<file path="config.mk">
export PLATFORM = sky130hd
export DESIGN_NAME = cdb_arbiter
export DESIGN_NICKNAME = d
export VERILOG_FILES = /design/src/rtl/cdb_arbiter.sv
export SDC_FILE = /design/constraint.sdc
export NUM_CORES = 1
export LEC_CHECK = 0
export BUFFER_PORTS_ARGS = -buffer_cell sky130_fd_sc_hd__buf_2
export CORE_MARGIN = 4
export CORE_UTILIZATION = 25
export CTS_CLUSTER_SIZE = 24
export DETAILED_ROUTE_END_ITERATION = 8
export GPL_ROUTABILITY_DRIVEN = 1
export GPL_TIMING_DRIVEN = 0
export SYNTH_ARGS = -nofsm -noshare
export SYNTH_HDL_FRONTEND = slang
export SYNTH_SLANG_ARGS = --single-unit
</file>
<file path="constraint.sdc">
create_clock -name clk -period 6.3 [get_ports clk]
set_clock_uncertainty 0.2 [all_clocks]
set_input_delay 0.63 -clock clk [delete_from_list [all_inputs] [get_ports clk]]
set_output_delay 0.63 -clock clk [all_outputs]
set_load 0.05 [all_outputs]
</file>
<file path="src/rtl/cdb_arbiter.sv">
// Common data bus arbiter: two producer FIFOs (EX, SLB) drained round-robin onto
// a single registered result broadcast to the ROB and reservation stations.
module cdb_arbiter #(
   parameter int unsigned NICK_W = 5,
   parameter int unsigned DATA_W = 32,
   parameter int unsigned ADDR_W = 32,
   parameter int unsigned DEPTH  = 4
) (
   input  logic              clk,
   input  logic              rst,
   input  logic              rdy,
   input  logic              iclr,
   input  logic              iEX_en,
   input  logic [NICK_W-1:0] iEX_nick,
   input  logic [DATA_W-1:0] iEX_dt,
   input  logic              iEX_ac,
   input  logic [ADDR_W-1:0] iEX_j_pc,
   output logic              oEX_full,
   input  logic              iSLB_en,
   input  logic [NICK_W-1:0] iSLB_nick,
   input  logic [DATA_W-1:0] iSLB_dt,
   output logic              oSLB_full,
   output logic              oCDB_en,
   output logic              oCDB_src,
   output logic [NICK_W-1:0] oCDB_nick,
   output logic [DATA_W-1:0] oCDB_dt,
   output logic              oCDB_ac,
   output logic [ADDR_W-1:0] oCDB_j_pc,
   output logic              oOVF
);

   localparam int unsigned PTR_W = (DEPTH > 1) ? $clog2(DEPTH) : 1;
   localparam int unsigned CNT_W = $clog2(DEPTH + 1);

   typedef struct packed {
      logic [NICK_W-1:0] nick;
      logic [DATA_W-1:0] dt;
      logic              ac;
      logic [ADDR_W-1:0] j_pc;
   } cdb_entry_t;

   typedef enum logic {
      SRC_EX  = 1'b0,
      SRC_SLB = 1'b1
   } src_e;

   cdb_entry_t ex_mem_q  [DEPTH];
   cdb_entry_t slb_mem_q [DEPTH];

   logic [PTR_W-1:0] ex_wr_ptr_q, ex_wr_ptr_d, ex_rd_ptr_q, ex_rd_ptr_d;
   logic [PTR_W-1:0] slb_wr_ptr_q, slb_wr_ptr_d, slb_rd_ptr_q, slb_rd_ptr_d;
   logic [CNT_W-1:0] ex_cnt_q, ex_cnt_d, slb_cnt_q, slb_cnt_d;
   src_e             last_q, last_d;
   logic             ovf_q, ovf_d;
   logic             cdb_en_q, cdb_en_d;
   src_e             cdb_src_q, cdb_src_d;
   cdb_entry_t       cdb_ent_q, cdb_ent_d;

   cdb_entry_t ex_wr_ent, slb_wr_ent;
   logic       ex_empty, slb_empty;
   logic       grant_ex, grant_slb;
   logic       ex_push, ex_pop, ex_drop;
   logic       slb_push, slb_pop, slb_drop;

   // Incoming tuples; SLB results carry no branch information.
   always_comb begin
      ex_wr_ent.nick  = iEX_nick;
      ex_wr_ent.dt    = iEX_dt;
      ex_wr_ent.ac    = iEX_ac;
      ex_wr_ent.j_pc  = iEX_j_pc;
      slb_wr_ent.nick = iSLB_nick;
      slb_wr_ent.dt   = iSLB_dt;
      slb_wr_ent.ac   = 1'b0;
      slb_wr_ent.j_pc = '0;
   end

   assign ex_empty  = (ex_cnt_q == '0);
   assign slb_empty = (slb_cnt_q == '0);

   // Round-robin: when both queues hold work, the source not granted last wins.
   assign grant_ex  = !ex_empty && (slb_empty || (last_q == SRC_SLB));
   assign grant_slb = !slb_empty && !grant_ex;

   // Early full leaves one slot for the producer's one-cycle reaction latency.
   assign oEX_full  = (ex_cnt_q >= CNT_W'(DEPTH - 1));
   assign oSLB_full = (slb_cnt_q >= CNT_W'(DEPTH - 1));

   always_comb begin
      ex_wr_ptr_d  = ex_wr_ptr_q;
      ex_rd_ptr_d  = ex_rd_ptr_q;
      ex_cnt_d     = ex_cnt_q;
      slb_wr_ptr_d = slb_wr_ptr_q;
      slb_rd_ptr_d = slb_rd_ptr_q;
      slb_cnt_d    = slb_cnt_q;
      last_d       = last_q;
      ovf_d        = ovf_q;
      cdb_en_d     = cdb_en_q;
      cdb_src_d    = cdb_src_q;
      cdb_ent_d    = cdb_ent_q;
      ex_push      = 1'b0;
      ex_pop       = 1'b0;
      ex_drop      = 1'b0;
      slb_push     = 1'b0;
      slb_pop      = 1'b0;
      slb_drop     = 1'b0;

      if (rdy) begin
         if (iclr) begin
            // Flush everything in flight except the sticky overflow flag.
            ex_wr_ptr_d  = '0;
            ex_rd_ptr_d  = '0;
            ex_cnt_d     = '0;
            slb_wr_ptr_d = '0;
            slb_rd_ptr_d = '0;
            slb_cnt_d    = '0;
            last_d       = SRC_SLB;
            cdb_en_d     = 1'b0;
            cdb_src_d    = SRC_EX;
            cdb_ent_d    = '0;
         end else begin
            ex_push  = iEX_en && (ex_cnt_q < CNT_W'(DEPTH));
            ex_drop  = iEX_en && (ex_cnt_q == CNT_W'(DEPTH));
            slb_push = iSLB_en && (slb_cnt_q < CNT_W'(DEPTH));
            slb_drop = iSLB_en && (slb_cnt_q == CNT_W'(DEPTH));
            ex_pop   = grant_ex;
            slb_pop  = grant_slb;

            if (grant_ex) begin
               cdb_en_d  = 1'b1;
               cdb_src_d = SRC_EX;
               cdb_ent_d = ex_mem_q[ex_rd_ptr_q];
               last_d    = SRC_EX;
            end else if (grant_slb) begin
               cdb_en_d  = 1'b1;
               cdb_src_d = SRC_SLB;
               cdb_ent_d = slb_mem_q[slb_rd_ptr_q];
               last_d    = SRC_SLB;
            end else begin
               cdb_en_d  = 1'b0;
            end

            if (ex_push)  ex_wr_ptr_d  = ex_wr_ptr_q + PTR_W'(1);
            if (ex_pop)   ex_rd_ptr_d  = ex_rd_ptr_q + PTR_W'(1);
            if (slb_push) slb_wr_ptr_d = slb_wr_ptr_q + PTR_W'(1);
            if (slb_pop)  slb_rd_ptr_d = slb_rd_ptr_q + PTR_W'(1);

            ex_cnt_d  = ex_cnt_q + CNT_W'(ex_push) - CNT_W'(ex_pop);
            slb_cnt_d = slb_cnt_q + CNT_W'(slb_push) - CNT_W'(slb_pop);
            ovf_d     = ovf_q | ex_drop | slb_drop;
         end
      end
   end

   // Entry storage needs no reset; validity is tracked by the pointers and counts.
   always_ff @(posedge clk) begin
      if (!rst && ex_push)  ex_mem_q[ex_wr_ptr_q]   <= ex_wr_ent;
      if (!rst && slb_push) slb_mem_q[slb_wr_ptr_q] <= slb_wr_ent;
   end

   always_ff @(posedge clk) begin
      if (rst) begin
         ex_wr_ptr_q  <= '0;
         ex_rd_ptr_q  <= '0;
         ex_cnt_q     <= '0;
         slb_wr_ptr_q <= '0;
         slb_rd_ptr_q <= '0;
         slb_cnt_q    <= '0;
         last_q       <= SRC_SLB;
         ovf_q        <= 1'b0;
         cdb_en_q     <= 1'b0;
         cdb_src_q    <= SRC_EX;
         cdb_ent_q    <= '0;
      end else begin
         ex_wr_ptr_q  <= ex_wr_ptr_d;
         ex_rd_ptr_q  <= ex_rd_ptr_d;
         ex_cnt_q     <= ex_cnt_d;
         slb_wr_ptr_q <= slb_wr_ptr_d;
         slb_rd_ptr_q <= slb_rd_ptr_d;
         slb_cnt_q    <= slb_cnt_d;
         last_q       <= last_d;
         ovf_q        <= ovf_d;
         cdb_en_q     <= cdb_en_d;
         cdb_src_q    <= cdb_src_d;
         cdb_ent_q    <= cdb_ent_d;
      end
   end

   assign oCDB_en   = cdb_en_q;
   assign oCDB_src  = (cdb_src_q == SRC_SLB);
   assign oCDB_nick = cdb_ent_q.nick;
   assign oCDB_dt   = cdb_ent_q.dt;
   assign oCDB_ac   = cdb_ent_q.ac;
   assign oCDB_j_pc = cdb_ent_q.j_pc;
   assign oOVF      = ovf_q;

endmodule

</file>
; ---- After elaboration in Yosys (flattened, before gate mapping)
; Memories as Yosys holds them, arrays and structs flattened. A register that Yosys moved wholly into a read port is not among the register bits.
; Cells that the tools add are included.
[totals]
ff_bits = 88
mem_count = 2
wordCells = 91
mem_bits_rw = 428
[classes]
magnitude_cmp = 4
reduce_logical = 26
bitwise_logic = 3
eq_ne = 2
add_sub_neg = 8
n_mux = 32
[memory_table]
columns = name, depth, width, rd, rd_clocked_by_memory_dff, wr, line_no
row1 = ex_mem_q, 4, 70, 1, 1, 1, 47  ; cdb_entry_t ex_mem_q [DEPTH];
row2 = slb_mem_q, 4, 37, 1, 1, 1, 48  ; cdb_entry_t slb_mem_q [DEPTH];
[op_table]
columns = op, count
row1 = 2-to-1 mux 70 bit, 3
row2 = 2-to-1 mux 2 bit, 12
row3 = 2-to-1 mux 1 bit, 15
row4 = AND reduction 2 bit, 6
row5 = adder 2 x 1 -> 2 bit (second input constant), 4
row6 = logical AND 1 bit, 8
row7 = nonzero test 2 bit, 4
row8 = adder 3 x 1 -> 3 bit, 2
row9 = equality test 3 bit (second input constant), 2
row10 = >= comparator 3 x 2 -> 1 bit (second input constant), 2
row11 = logical NOT 3 bit, 2
row12 = < comparator 3 bit (second input constant), 2
row13 = 2-to-1 mux 3 bit, 2
row14 = subtractor 3 x 1 -> 3 bit, 2
row15 = logical NOT 1 bit, 4
row16 = nonzero test 3 bit, 1
row17 = bitwise OR 1 bit, 2
row18 = logical OR 1 bit, 1
row19 = inverter 1 bit, 1

; ---- Longest topological paths before layout
[logic_depth]
word_depth = 9
ltp_mapped = 12
ltp_nobuf = 11

; ---- Least setup slack after synthesis
; OpenSTA, ideal clock, no wires.
[synth_timing]
kind = input -> register
start = input port rdy
end = memory ex_mem_q[0][0] in the netlist's numbering, enable pin
t_required_ns = 5.664
path_stages = 5
n_path_buf = 2
setup_slack_ns = 2.630
arrival_ns = 3.035
path_cell_list = clkbuf_1 -> nand2b_1 -> clkbuf_1 -> nor3_1 -> and2_1
[synth_between]
elab_chain_cells = 4
[synth_rtl]
columns = item, line_no
row1 = from (decl), 11  ; input logic rdy,
row2 = 2-to-1 mux 1 bit, 107  ; if (rdy) begin
row3 = logical AND 1 bit, 156  ; if (!rst && ex_push) ex_mem_q[ex_wr_ptr_q] <= ex_wr_ent;
row4 = 2-to-1 mux 1 bit, 156
row5 = 2-to-1 mux 1 bit (implied by the code), 156
row6 = to (decl), 47
; No other way between the ends.

; ---- Worst setup path after layout
[layout_timing]
start = register ex_cnt_q[2]
end = register slb_cnt_q[1]
[layout_between]
elab_chain_cells = 7
[layout_rtl]
columns = item, line_no
row1 = from (decl), 52  ; logic [CNT_W-1:0] ex_cnt_q, ex_cnt_d, slb_cnt_q, slb_cnt_d;
row2 = from (signal assigned), 176  ; ex_cnt_q <= ex_cnt_d;
row3 = logical NOT 3 bit, 77  ; assign ex_empty = (ex_cnt_q == '0);
row4 = logical NOT 1 bit, 81  ; assign grant_ex = !ex_empty && (slb_empty || (last_q == SRC_SLB));
row5 = logical AND 1 bit, 81
row6 = logical NOT 1 bit, 82  ; assign grant_slb = !slb_empty && !grant_ex;
row7 = logical AND 1 bit, 82
row8 = subtractor 3 x 1 -> 3 bit, 148  ; slb_cnt_d = slb_cnt_q + CNT_W'(slb_push) - CNT_W'(slb_pop);
row9 = 2-to-1 mux 3 bit, 108  ; if (iclr) begin
row10 = to (signal assigned), 179  ; slb_cnt_q <= slb_cnt_d;
row11 = to (decl), 52
; No other way between the ends.
; A chain may end at the register's enable or synchronous reset.

==> impl_metrics.env <==
export IMPL_status="finished, final reports clean"
export IMPL_finalCriticalPeriod_ns=3.11
export IMPL_endpoint_kind="flip-flop"
export IMPL_ctsHoldBuffers=97
export IMPL_cp_start_kind="flip-flop"
export IMPL_dieArea_sq_um=83000
export IMPL_drive_gt1_frac=0.355
export IMPL_grt_start_max_net_pins=38
export IMPL_drc=0
export IMPL_synth_net_count=1116
export IMPL_portBuffers=184
export IMPL_cts_sinks=520
export IMPL_setup_tns_ns=0
export IMPL_crit_slowest_cell="a21oi_1"
export IMPL_rrSetupSlack_ns=3.19
export IMPL_wl_um=50200
export IMPL_dp_hpwl_um=32600
export IMPL_dr_pass1_iters=5
export IMPL_crit_required_ns=6.57
export IMPL_htreeDepth=2
export IMPL_n_fill_cell=7600
export IMPL_critPathBufInv=3
export IMPL_max_freq_mhz=321
export IMPL_crit_path_max_incr_delay_ns=0.56
export IMPL_mostFrequentLayoutCells="edfxtp_1, buf_2, mux4_2"
export IMPL_post_cts_setup_buffer_count=0
export IMPL_root_buffer="clkbuf_16"
export IMPL_design_area_sq_um=25100
export IMPL_ys_seq_area_frac=0.750
export IMPL_p_per_area_nw_per_um2=319
export IMPL_post_place_ws_ns=2.99
export IMPL_grt_overflow=0
export IMPL_wl_per_cell_um=20.7
export IMPL_rows=102
export IMPL_gp_congestion=0.720
export IMPL_die_w_um=288
export IMPL_yosysUniqueCellTypes=41
export IMPL_clock_path_buffers=3
export IMPL_final_nets=1464
export IMPL_grt_pass1_wl_um=73800
export IMPL_area_growth_pct=28.1
export IMPL_synth_seq_cells=520
export IMPL_vdd_drop_max_mv=0.218
export IMPL_fin_ws_ns=3.19
export IMPL_synth_area_sq_um=19600
export IMPL_clkLatencyLatePin_ns=0.62
export IMPL_ant_nets=0
export IMPL_critPathTopFamily="adder cells"
export IMPL_synth_avg_cell_area_sq_um=19.9
export IMPL_grt_util_all_layers=0.120
export IMPL_drtIter0Drc=796
export IMPL_initial_utilization=0.253
export IMPL_slew_viol_final=0
export IMPL_rsz0062_at_grt="false"
export IMPL_async_reset_ff_frac=0
export IMPL_io_pins=188
export IMPL_setup_viol_count_final=0
export IMPL_hold_viol=0
export IMPL_synth_edf_count=428
export IMPL_vias=10505
export IMPL_numCtsBuffers=57
export IMPL_drv_cap=0
export IMPL_timing_slew_headroom=0.290
export IMPL_synthCells=987
export IMPL_crit_arrival_ns=3.39
export IMPL_fin_util=0.324
export IMPL_place_area_sq_um=22000
export IMPL_antenna_found_initial=8
export IMPL_cts_resized=0
export IMPL_clk_pin_slew_ns=0.06
export IMPL_core_sq_um=77600
export IMPL_multiInputGateArea_sq_um=4550
export IMPL_viasPerCell=4.32
export IMPL_timing_worst_setup_path_type="flip-flop to flip-flop"
export IMPL_period_share=0.494
export IMPL_min_path_type="primary input to flip-flop"
export IMPL_worstPathMaxFanout=6
export IMPL_final_common_cell="edfxtp_1"
export IMPL_seq_area_sq_um=14700
export IMPL_grt_pass1_vias=11265
export IMPL_worst_slew_pin_slew_ns=1.07
export IMPL_total_leakage_power_nw=8.29
export IMPL_cts_tree="yes"
export IMPL_yosys_most_used_dff="edfxtp_1"
export IMPL_ys_warn_count=0
export IMPL_die_height_um=288
export IMPL_crit_chain="or3_1 > clkbuf_1 > a21oi_1 > ha_1 > inv_1 > ha_1 > inv_1 > fa_1 > nor2_1 > mux2i_1 > nor2_1"
==> where the power goes <==
part,internal [mW],switching (mW)
Combinational,0.212,0.367
Clock,2.22,1.40
Sequential,3.77,0.0266
Total,6.20,1.80
==> sequential cells by signal, summed over array words and instances, names as in the netlist, 2 cells and up, named ones only <==
| name | count |
|---|---|
| slb_mem_q | 148 |
| ex_mem_q | 280 |
| slb_cnt_q | 3 |
| slb_wr_ptr_q | 2 |
| oCDB_j_pc | 32 |
| ex_wr_ptr_q | 2 |
| ex_rd_ptr_q | 2 |
| slb_rd_ptr_q | 2 |
| oCDB_dt | 32 |
| oCDB_nick | 5 |
| ex_cnt_q | 3 |
==> metrics by stage <==
step / std cells / total power [mW] / hold WS [ns]
finish: 2431 / 8.00 / 0.0426
global route: 2425 / 8.30 / 0.0125
CTS: 2424 / 8.11 / 0.000245
detailed placement: 2219 / 4.40 / 0.252
global placement: 2211 / 4.39 / 0.252
floorplan: 987 / 4.21 / 0.271
==> metal layers <==
metal,GRT usage,vias to the layer above,share of wire
met4,0.0276,6,0.017
met2,0.200,258,0.48
li1,-,4718,-
met1,0.154,5453,0.43
met5,0,-,0.00070
met3,0.0371,70,0.075
==> Yosys cell counts (3+ instances only) <==
library cell,number,area share
buf_2,17,0.0043
edfxtp_1,428,0.66
buf_6,7,0.0040
nand2_1,5,0.00096
a211oi_1,7,0.0027
nand3_1,3,0.00077
and2_1,8,0.0026
nand2b_1,3,0.00096
clkbuf_1,35,0.0067
mux4_2,107,0.12
a211oi_2,31,0.020
nor2b_1,3,0.00096
a22oi_1,41,0.016
inv_1,14,0.0027
mux2i_1,3,0.0015
nor3_1,7,0.0018
o21ai_0,6,0.0015
ha_1,14,0.0089
a22oi_2,30,0.019
a21oi_1,10,0.0026
nor2_1,89,0.017
dfxtp_1,92,0.094
==> cell type report <==
class,count,share of cell area
Sequential cell,520,0.585
Multi-Input combinational cell,390,0.181
Timing Repair Buffer,289,0.0829
Clock buffer,75,0.0627
Tap cell,1040,0.0518
Clock inverter,33,0.0203
Buffer,63,0.0127
Inverter,14,0.00209
Antenna cell,7,0.000698
==> final timing paths <==
path / startpoint / endpoint / cells after the start
hold reg to reg: oOVF$_SDFFE_PP0P_ / oOVF$_SDFFE_PP0P_ / 2
setup / recovery: ex_cnt_q[2]$_SDFFE_PP0P_ / slb_cnt_q[1]$_SDFFE_PP0P_ / 11
hold / removal: iSLB_nick[2] / slb_mem_q[1][34]$_DFFE_PP_ / 1
setup reg to reg: ex_cnt_q[2]$_SDFFE_PP0P_ / slb_cnt_q[1]$_SDFFE_PP0P_ / 11
==> cells by family after synthesis <==
family	count (synthesis)	share of synthesized area
adder cells (fa/ha/maj)	16	0.0110
AO/OA/AOI/OAI	139	0.0682
XOR/XNOR	2	0.000894
AND/OR/NAND/NOR	123	0.0269
flip-flops	520	0.750
multiplexers	110	0.124
buffers and inverters	77	0.0189
Note: power is estimated with default switching activity, not from simulation.
